--- src/rtl/ps2_host_tx.sv ---
// PS/2 host-to-device transmitter: clock inhibit, request-to-send, device-clocked
// 11-bit frame shift, ACK check and transfer timeout over open-drain lines.
module ps2_host_tx #(
  parameter int unsigned INHIBIT_CYCLES = 5000,
  parameter int unsigned REQ_CYCLES     = 16,
  parameter int unsigned TIMEOUT_CYCLES = 750000
) (
  input  logic       clk,
  input  logic       clrn,
  input  logic [7:0] tx_data,
  input  logic       tx_valid,
  output logic       tx_ready,
  output logic       busy,
  output logic       done,
  output logic       error,
  input  logic       ps2_clk_in,
  input  logic       ps2_data_in,
  output logic       ps2_clk_oe,
  output logic       ps2_data_oe
);

  localparam int unsigned MAX_AB     = (INHIBIT_CYCLES > REQ_CYCLES) ? INHIBIT_CYCLES : REQ_CYCLES;
  localparam int unsigned MAX_CYC    = (MAX_AB > TIMEOUT_CYCLES) ? MAX_AB : TIMEOUT_CYCLES;
  localparam int unsigned CW         = $clog2(MAX_CYC) + 1;
  localparam int unsigned FW         = 10;
  localparam int unsigned BW         = 4;
  localparam int unsigned FRAME_BITS = 10;

  typedef enum logic [2:0] {
    S_IDLE,
    S_INHIBIT,
    S_REQ,
    S_SHIFT,
    S_WAIT_IDLE,
    S_DONE
  } state_t;

  state_t          state, next_state;
  logic [FW-1:0]   frame;
  logic [BW-1:0]   bitcnt;
  logic [CW-1:0]   cyc;
  logic            err, err_d;
  logic            clk_s1, clk_s2, clk_s3;
  logic            data_s1, data_s2;
  logic            tx_ready_d, busy_d, done_d, error_d, clk_oe_d, data_oe_d;

  logic clk_fall, lines_idle, accept, timeout, inh_end, req_end, last_fall;

  assign clk_fall   = clk_s3 & ~clk_s2;
  assign lines_idle = clk_s2 & data_s2;
  assign accept     = tx_valid && (state == S_IDLE);
  assign timeout    = ((state == S_SHIFT) || (state == S_WAIT_IDLE)) &&
                      (cyc == CW'(TIMEOUT_CYCLES - 1));
  assign inh_end    = (cyc == CW'(INHIBIT_CYCLES - 1));
  assign req_end    = (cyc == CW'(REQ_CYCLES - 1));
  assign last_fall  = clk_fall && (bitcnt == BW'(FRAME_BITS));

  // Pin synchronisers; the third clock flop provides the previous level for edge detect.
  always_ff @(posedge clk or negedge clrn) begin
    if (!clrn) begin
      clk_s1  <= 1'b1;
      clk_s2  <= 1'b1;
      clk_s3  <= 1'b1;
      data_s1 <= 1'b1;
      data_s2 <= 1'b1;
    end else begin
      clk_s1  <= ps2_clk_in;
      clk_s2  <= clk_s1;
      clk_s3  <= clk_s2;
      data_s1 <= ps2_data_in;
      data_s2 <= data_s1;
    end
  end

  // State register.
  always_ff @(posedge clk or negedge clrn) begin
    if (!clrn) state <= S_IDLE;
    else       state <= next_state;
  end

  // Next-state logic; timeout takes priority over the ACK fall.
  always_comb begin
    next_state = state;
    case (state)
      S_IDLE:      if (accept) next_state = S_INHIBIT;
      S_INHIBIT:   if (inh_end) next_state = S_REQ;
      S_REQ:       if (req_end) next_state = S_SHIFT;
      S_SHIFT: begin
        if (timeout)        next_state = S_DONE;
        else if (last_fall) next_state = S_WAIT_IDLE;
      end
      S_WAIT_IDLE: if (timeout || lines_idle) next_state = S_DONE;
      S_DONE:      next_state = S_IDLE;
      default:     next_state = S_IDLE;
    endcase
  end

  // Output logic, decoded from the next state so the registered outputs track the state.
  always_comb begin
    err_d      = err;
    tx_ready_d = 1'b0;
    busy_d     = 1'b1;
    done_d     = 1'b0;
    error_d    = 1'b0;
    clk_oe_d   = 1'b0;
    data_oe_d  = 1'b0;
    if (accept)                             err_d = 1'b0;
    else if (timeout)                       err_d = 1'b1;
    else if ((state == S_SHIFT) && last_fall) err_d = data_s2;
    case (next_state)
      S_IDLE: begin
        tx_ready_d = 1'b1;
        busy_d     = 1'b0;
      end
      S_INHIBIT: clk_oe_d = 1'b1;
      S_REQ: begin
        clk_oe_d  = 1'b1;
        data_oe_d = 1'b1;
      end
      S_SHIFT: begin
        // Start bit stays on the line until the first device fall.
        if ((state == S_SHIFT) && clk_fall && (bitcnt < BW'(FRAME_BITS)))
          data_oe_d = ~frame[bitcnt];
        else
          data_oe_d = ps2_data_oe;
      end
      S_DONE: begin
        done_d  = 1'b1;
        error_d = err_d;
      end
      default: ;
    endcase
  end

  // Frame, bit counter, cycle counter and error flag.
  always_ff @(posedge clk or negedge clrn) begin
    if (!clrn) begin
      frame  <= '0;
      bitcnt <= '0;
      cyc    <= '0;
      err    <= 1'b0;
    end else begin
      err <= err_d;
      case (state)
        S_IDLE: begin
          if (accept) begin
            frame  <= {1'b1, ~^tx_data, tx_data};
            bitcnt <= '0;
            cyc    <= '0;
          end
        end
        S_INHIBIT: cyc <= inh_end ? '0 : cyc + CW'(1);
        S_REQ:     cyc <= req_end ? '0 : cyc + CW'(1);
        S_SHIFT: begin
          cyc <= cyc + CW'(1);
          if (clk_fall && (bitcnt < BW'(FRAME_BITS))) bitcnt <= bitcnt + BW'(1);
        end
        S_WAIT_IDLE: cyc <= cyc + CW'(1);
        S_DONE:      cyc <= '0;
        default:     cyc <= '0;
      endcase
    end
  end

  // Output registers.
  always_ff @(posedge clk or negedge clrn) begin
    if (!clrn) begin
      tx_ready    <= 1'b1;
      busy        <= 1'b0;
      done        <= 1'b0;
      error       <= 1'b0;
      ps2_clk_oe  <= 1'b0;
      ps2_data_oe <= 1'b0;
    end else begin
      tx_ready    <= tx_ready_d;
      busy        <= busy_d;
      done        <= done_d;
      error       <= error_d;
      ps2_clk_oe  <= clk_oe_d;
      ps2_data_oe <= data_oe_d;
    end
  end

endmodule

--- config.mk ---
export PLATFORM = sky130hd
export DESIGN_NAME = ps2_host_tx
export DESIGN_NICKNAME = d
export VERILOG_FILES = /design/src/rtl/ps2_host_tx.sv
export SDC_FILE = /design/constraint.sdc
export NUM_CORES = 1
export LEC_CHECK = 0
export CORE_ASPECT_RATIO = 0.8
export CORE_MARGIN = 2
export CORE_UTILIZATION = 55
export DETAILED_ROUTE_END_ITERATION = 8
export PLACE_DENSITY = 0.87
export SLEW_MARGIN = 25
export SYNTH_ARGS = -nofsm -noshare
export SYNTH_HDL_FRONTEND = slang
export SYNTH_SLANG_ARGS = --single-unit
--- constraint.sdc ---
create_clock -name clk -period 2.35 [get_ports clk]
set_input_delay 0.47 -clock clk [delete_from_list [all_inputs] [get_ports clk]]
set_output_delay 0.47 -clock clk [all_outputs]
set_load 0.005 [all_outputs]
Word-level counts from Yosys, hierarchy flattened
Cells that the tools add are included.
- register bits after elaboration: 50
- bits of input ports: 13
- output and inout bits: 6
- word-level logic and storage cells: 82
- $add $sub $neg: 2
- $lt $le $gt $ge: 2
- eq/ne operators: 15
- muxes and demuxes: 26
- bitwise gates (word level): 4
- reductions and logical operators: 17
- operators by type and width (kind ; number):
    $pmux W21 S4 ; 1
    $mux W21 ; 3
    $add A21 B1 Y21 const B ; 1
    $eq A21 B13 Y1 const B ; 1
    $eq A21 B20 Y1 const B ; 1
    $eq A21 B4 Y1 const B ; 1
    $mux W3 ; 6
    $pmux W3 S5 ; 1
    $eq A3 B2 Y1 const B ; 4
    $mux W1 ; 10
    $mux W4 ; 2
    $pmux W4 S2 ; 1
    $reduce_xnor A8 Y1 ; 1
    $logic_and A1 B1 Y1 ; 7
    $eq A3 B1 Y1 const B ; 2
    $eq A3 B3 Y1 const B ; 2
    $logic_not A3 Y1 ; 2
    $lt A4 B5 Y1 const B ; 1
    $add A4 B1 Y4 const B ; 1
    $bmux W1 S4 ; 1
    $eq A4 B4 Y1 const B ; 1
    $lt A4 B4 Y1 const B ; 1
    $ne A2 B2 Y1 const B ; 2
    $reduce_or A2 Y1 ; 2
    8 further kinds ; 11

Depth between registers and ports, before layout
Gate-level depths: netlist (run 1).
- word-level depth: 9
- depth in mapped cells: 8
- gate-level depth less buffers: 7

Worst setup path after synthesis (run 1)
Ideal clock, no wire load.
- path kind: register to register
- start: register cyc[11]
- end: register cyc[10]
- setup time: 119 ps
- arrival: 1911 ps
- required time: 2231 ps
- path slack: 320 ps
- cell stages (with the launch flop): 8
- path buffers: 1
- clock period less this slack: 2030 ps
- cells stage by stage: dfrtp_1 or4_1 nand4b_2 o21ai_2 a21oi_1 a21oi_4 buf_6 nor2_2
- word-level cells in the longest chain between the ends: 3
- elaborated cells on any way between the ends: 5
- those cells by class: 2 x eq/ne; 3 x mux
- ends and longest elaborated chain (element ; RTL line ; source):
    start: declaration ; 41 ; logic [CW-1:0] cyc;
    start signal: assignment ; 152 ; S_INHIBIT: cyc <= inh_end ? '0 : cyc + CW'(1);
    start signal: assignment ; 153 ; S_REQ: cyc <= req_end ? '0 : cyc + CW'(1);
    start signal: assignment ; 155 ; cyc <= cyc + CW'(1);
    $eq A21 B4 Y1 / $eq A21 B13 Y1 (equally long branches) ; 55, 54 ;
    $mux W21 (on tied branches) ; 153, 152 ;
    $pmux W21 S4 * ; 144 ; case (state)
Mark *: on every way between the ends. The rest lies on a longest branch, timed or not.
A chain may end at the register's enable or synchronous reset.

Worst setup path in the final report (run 1)
- start: register cyc[0]
- end: register cyc[3]
- word-level cells in the longest chain between the ends: 3
- elaborated cells on any way between the ends: 6
- those cells by class: 1 x add/sub; 2 x eq/ne; 3 x mux
- ends and longest elaborated chain (element ; RTL line):
    $add A21 B1 Y21 (tied with other cells) ; --
    $mux W21 (on tied branches) ; 153, 152
    $pmux W21 S4 * ; 144
Marks and branches as above.

==> results of run 1 <==
-- worst max-delay path by stage --
stage	from	endpoint	slack, ns	cells past startpoint
finish	cyc[0]$_DFFE_PN0P_	cyc[3]$_DFFE_PN0P_	0.15	8
detailed placement	cyc[0]$_DFFE_PN0P_	cyc[11]$_DFFE_PN0P_	0.19	7
global placement	tx_valid	tx_ready$_DFF_PN1_	0.22	7
global route	cyc[0]$_DFFE_PN0P_	busy$_DFF_PN0_	0.03	7
CTS	state[0]$_DFF_PN0_	ps2_clk_oe$_DFF_PN0_	0.17	6
floorplan	cyc[11]$_DFFE_PN0P_	cyc[10]$_DFFE_PN0P_	0.32	7
-- layout by cell type, fill, tap and decap left out, types with 3 or more instances in the layout --
cell	count
nor3_1	7
o21ai_1	4
mux2_2	9
nor2_1	17
nand4_1	3
nor2_2	10
inv_1	7
nand2b_1	4
dfstp_2	6
and3_1	4
nand3b_1	3
clkdlybuf4s50_1	17
a21oi_1	8
o21ai_0	6
or4_1	3
mux2i_1	3
nand2_1	12
nand3_1	21
xor2_1	6
buf_4	9
or3_1	4
xnor2_1	15
dfrtp_1	44
clkbuf_8	5
nor2b_1	3
-- cell families (layout without fill, tap and decap cells) --
kind of cell	count (synthesis)	after routing	share of synthesized area, %
flip-flops	50	50	48.7
AO/OA/AOI/OAI	33	33	9.10
buffers and inverters	13	44	2.61
XOR/XNOR	21	21	7.12
multiplexers	14	14	6.83
AND/OR/NAND/NOR	108	108	24.6
adder cells (fa/ha/maj)	2	2	0.968
-- per-layer routing --
metal,vias to the layer above,wire length [um],global-route usage [%]
met5,-,0,0
met4,0,140,9.11
met3,18,370,3.71
met2,74,2370,33.5
met1,943,2340,31.9
li1,914,-,-
-- power groups by stage --
stage | clock network [mW] | logic [mW] | registers (mW)
finish | 0.606 | 0.0893 | 0.893
global route | 0.654 | 0.0997 | 0.897
CTS | 0.618 | 0.0915 | 0.894
detailed placement | 0 | 0.0900 | 0.910
global placement | 0 | 0.0870 | 0.908
floorplan | 0 | 0.0411 | 0.906
-- final cells by class --
class	count	area, sq um
Clock buffer	5	68.8
Clock inverter	3	45.0
Fill cell	347	1530
Inverter	7	26.3
Multi-Input combinational cell	178	1260
Sequential cell	50	1260
Tap cell	60	75.1
Timing Repair Buffer	29	283
-- per-stage QoR --
stage / worst slack [ns] / hold WS [ns] / cell area, sq um
3_5_place_dp: 0.193 / 0.352 / 2900
3_3_place_gp: 0.225 / 0.348 / 2900
5_1_grt: 0.0252 / 0.146 / 3010
2_1_floorplan: 0.320 / 0.174 / 2580
4_1_cts: 0.171 / 0.140 / 3010
6_report: 0.154 / 0.128 / 3010
-- flip-flops by register name (all words and copies together) (netlist names), 3 cells and up --
name	cells
cyc	21
frame	10
state	3
bitcnt	4
-- critical path: cells and delay by family (launching register included) --
kind            cells  cell delay [ns]
compound gates      3             0.55
fa+ha+maj           1             0.24
buf+inv             1             0.17
flops               1             0.42
simple gates        3             0.70
==> reports/qor.txt, run 1 <==
status: complete, no violations
Post-synth EDFFs: 0
Logic pwr share: 5.6%
Initial Util: 56.9%
Worst Clk Skew: 0.00909 ns
Cells after Synth: 241
# diodes: 0
Post-Layout Cell Count: 332
critical-path cell list: ha_1, nand2_1, or4b_1, o21ai_2, a21oi_1, a21oi_4, buf_12, nor2_1
first-pass GRT wire length: 8890 um
post-route ant nets: 0
Total Power: 1.59 mW
top-count cell post-synth: dfrtp_1
worst rel slew slack: 60.3%
post-synth top area share: 42.6%
minimum clock period: 2.20 ns
initial antenna violation count: 0
fmax: 455 MHz
sequential share of power: 56.2%
sw power: 341 uW
Max stage delay on crit path: 0.57 ns
CP Data Arrival Time: 2.39 ns
CP Data Required Time: 2.54 ns
Primary FF master, synth: dfrtp_1
Mapped Area: 0.00258 sq mm
hpwl dp: 3720 um
Skew-Pair Late Insertion Delay: 0.30 ns
Worst VDD drop: 0.294 mV
sequential area share after synthesis: 48.7%
DIE AREA: 0.00527 sq mm
drt wl/cell: 15.7 um
Ys Warns: 0
top post-synthesis cells by count: dfrtp_1 (44), nand3_1 (21), nor2_1 (17), xnor2_1 (15), nand2_1 (12)
CTS Hold Buffers Added: 0
Root Buffer: clkbuf_8
Internal Power: 1.25 mW
worst-path maximum fanout: 14
clk sinks: 50
Pre-antenna DRT Iters: 4
number of setup buffers added after CTS: 0
Chip Width: 80.6 um
leakage: 1.25 nW
synth-to-layout area growth: 16.7%
Worst setup EP type: flop
utilization after layout: 66.4%
CTS H-tree lvls: 2
Detailed Route Iter0 Violations: 320
Clk network pwr share: 38.1%
TritonCTS clock tree: done
vias in the first global route: 1837
Synthesized Nets: 256
total gr overflow: 0
io pins: 19
drt drc: 0
Synth area leader: dfrtp_1
Total Wirelength: 5220 um
Final Hold Viols: 0
Global Route Usage Sum: 22.2%
Port Buffers: 18
PwrDens: 527 mW/mm^2
TritonCTS Buffers: 5
Worst Path Class, Setup: reg -> reg
core area: 0.00454 sq mm
RR Endpoint: cyc[3]$_DFFE_PN0P_
Max clock buf depth: 2
# nets final: 286
synth unique cells: 55
die height: 65.3 um
GPL Wtd Cong: 0.908
RSZ-0062 raised after global routing: no
post-synthesis sequential element count: 50
ys async rst share: 100%
fin. max-slew vios: 0
clk slew on worst S/H paths: 0.09 ns
CP startpoint kind: flop
largest cells by area after synthesis: dfrtp_1 (43%), dfstp_2 (6.1%), xnor2_1 (5.1%)
Slew @ Worst Pin: 0.590 ns
# Max-Cap Violations: 0
R2R Path Start: cyc[0]$_DFFE_PN0P_
net switching fraction of the power: 21.5%
largest net degree at the start of global routing: 51
CTS resizes: 0
min-delay worst type: in -> async
final setup fails: 0
period utilization: 93.5%
row cnt: 22
Mean Syn Cell Area: 10.7 sq um
dpl cells: 324
DR vias/cell: 5.87
setup TNS: 0 ns
vias: 1949
Slowest cell on crit path: or4b_1
worst reg2reg setup slack: 0.15 ns
reg2reg path depth: 8
share of post-route cells with drive strength above 1: 23.2%
(Power assumes the default switching activity.)
==> run 2: changes to the inputs <==
--- a/config.mk
+++ b/config.mk
@@ -10,7 +10,7 @@
 export CORE_UTILIZATION = 55
 export DETAILED_ROUTE_END_ITERATION = 8
 export PLACE_DENSITY = 0.87
-export SLEW_MARGIN = 25
+export SLEW_MARGIN = 0
 export SYNTH_ARGS = -nofsm -noshare
 export SYNTH_HDL_FRONTEND = slang
 export SYNTH_SLANG_ARGS = --single-unit
==> results of run 2 <==
No change in the layout: final DEF, timing and power equal those of run 1.
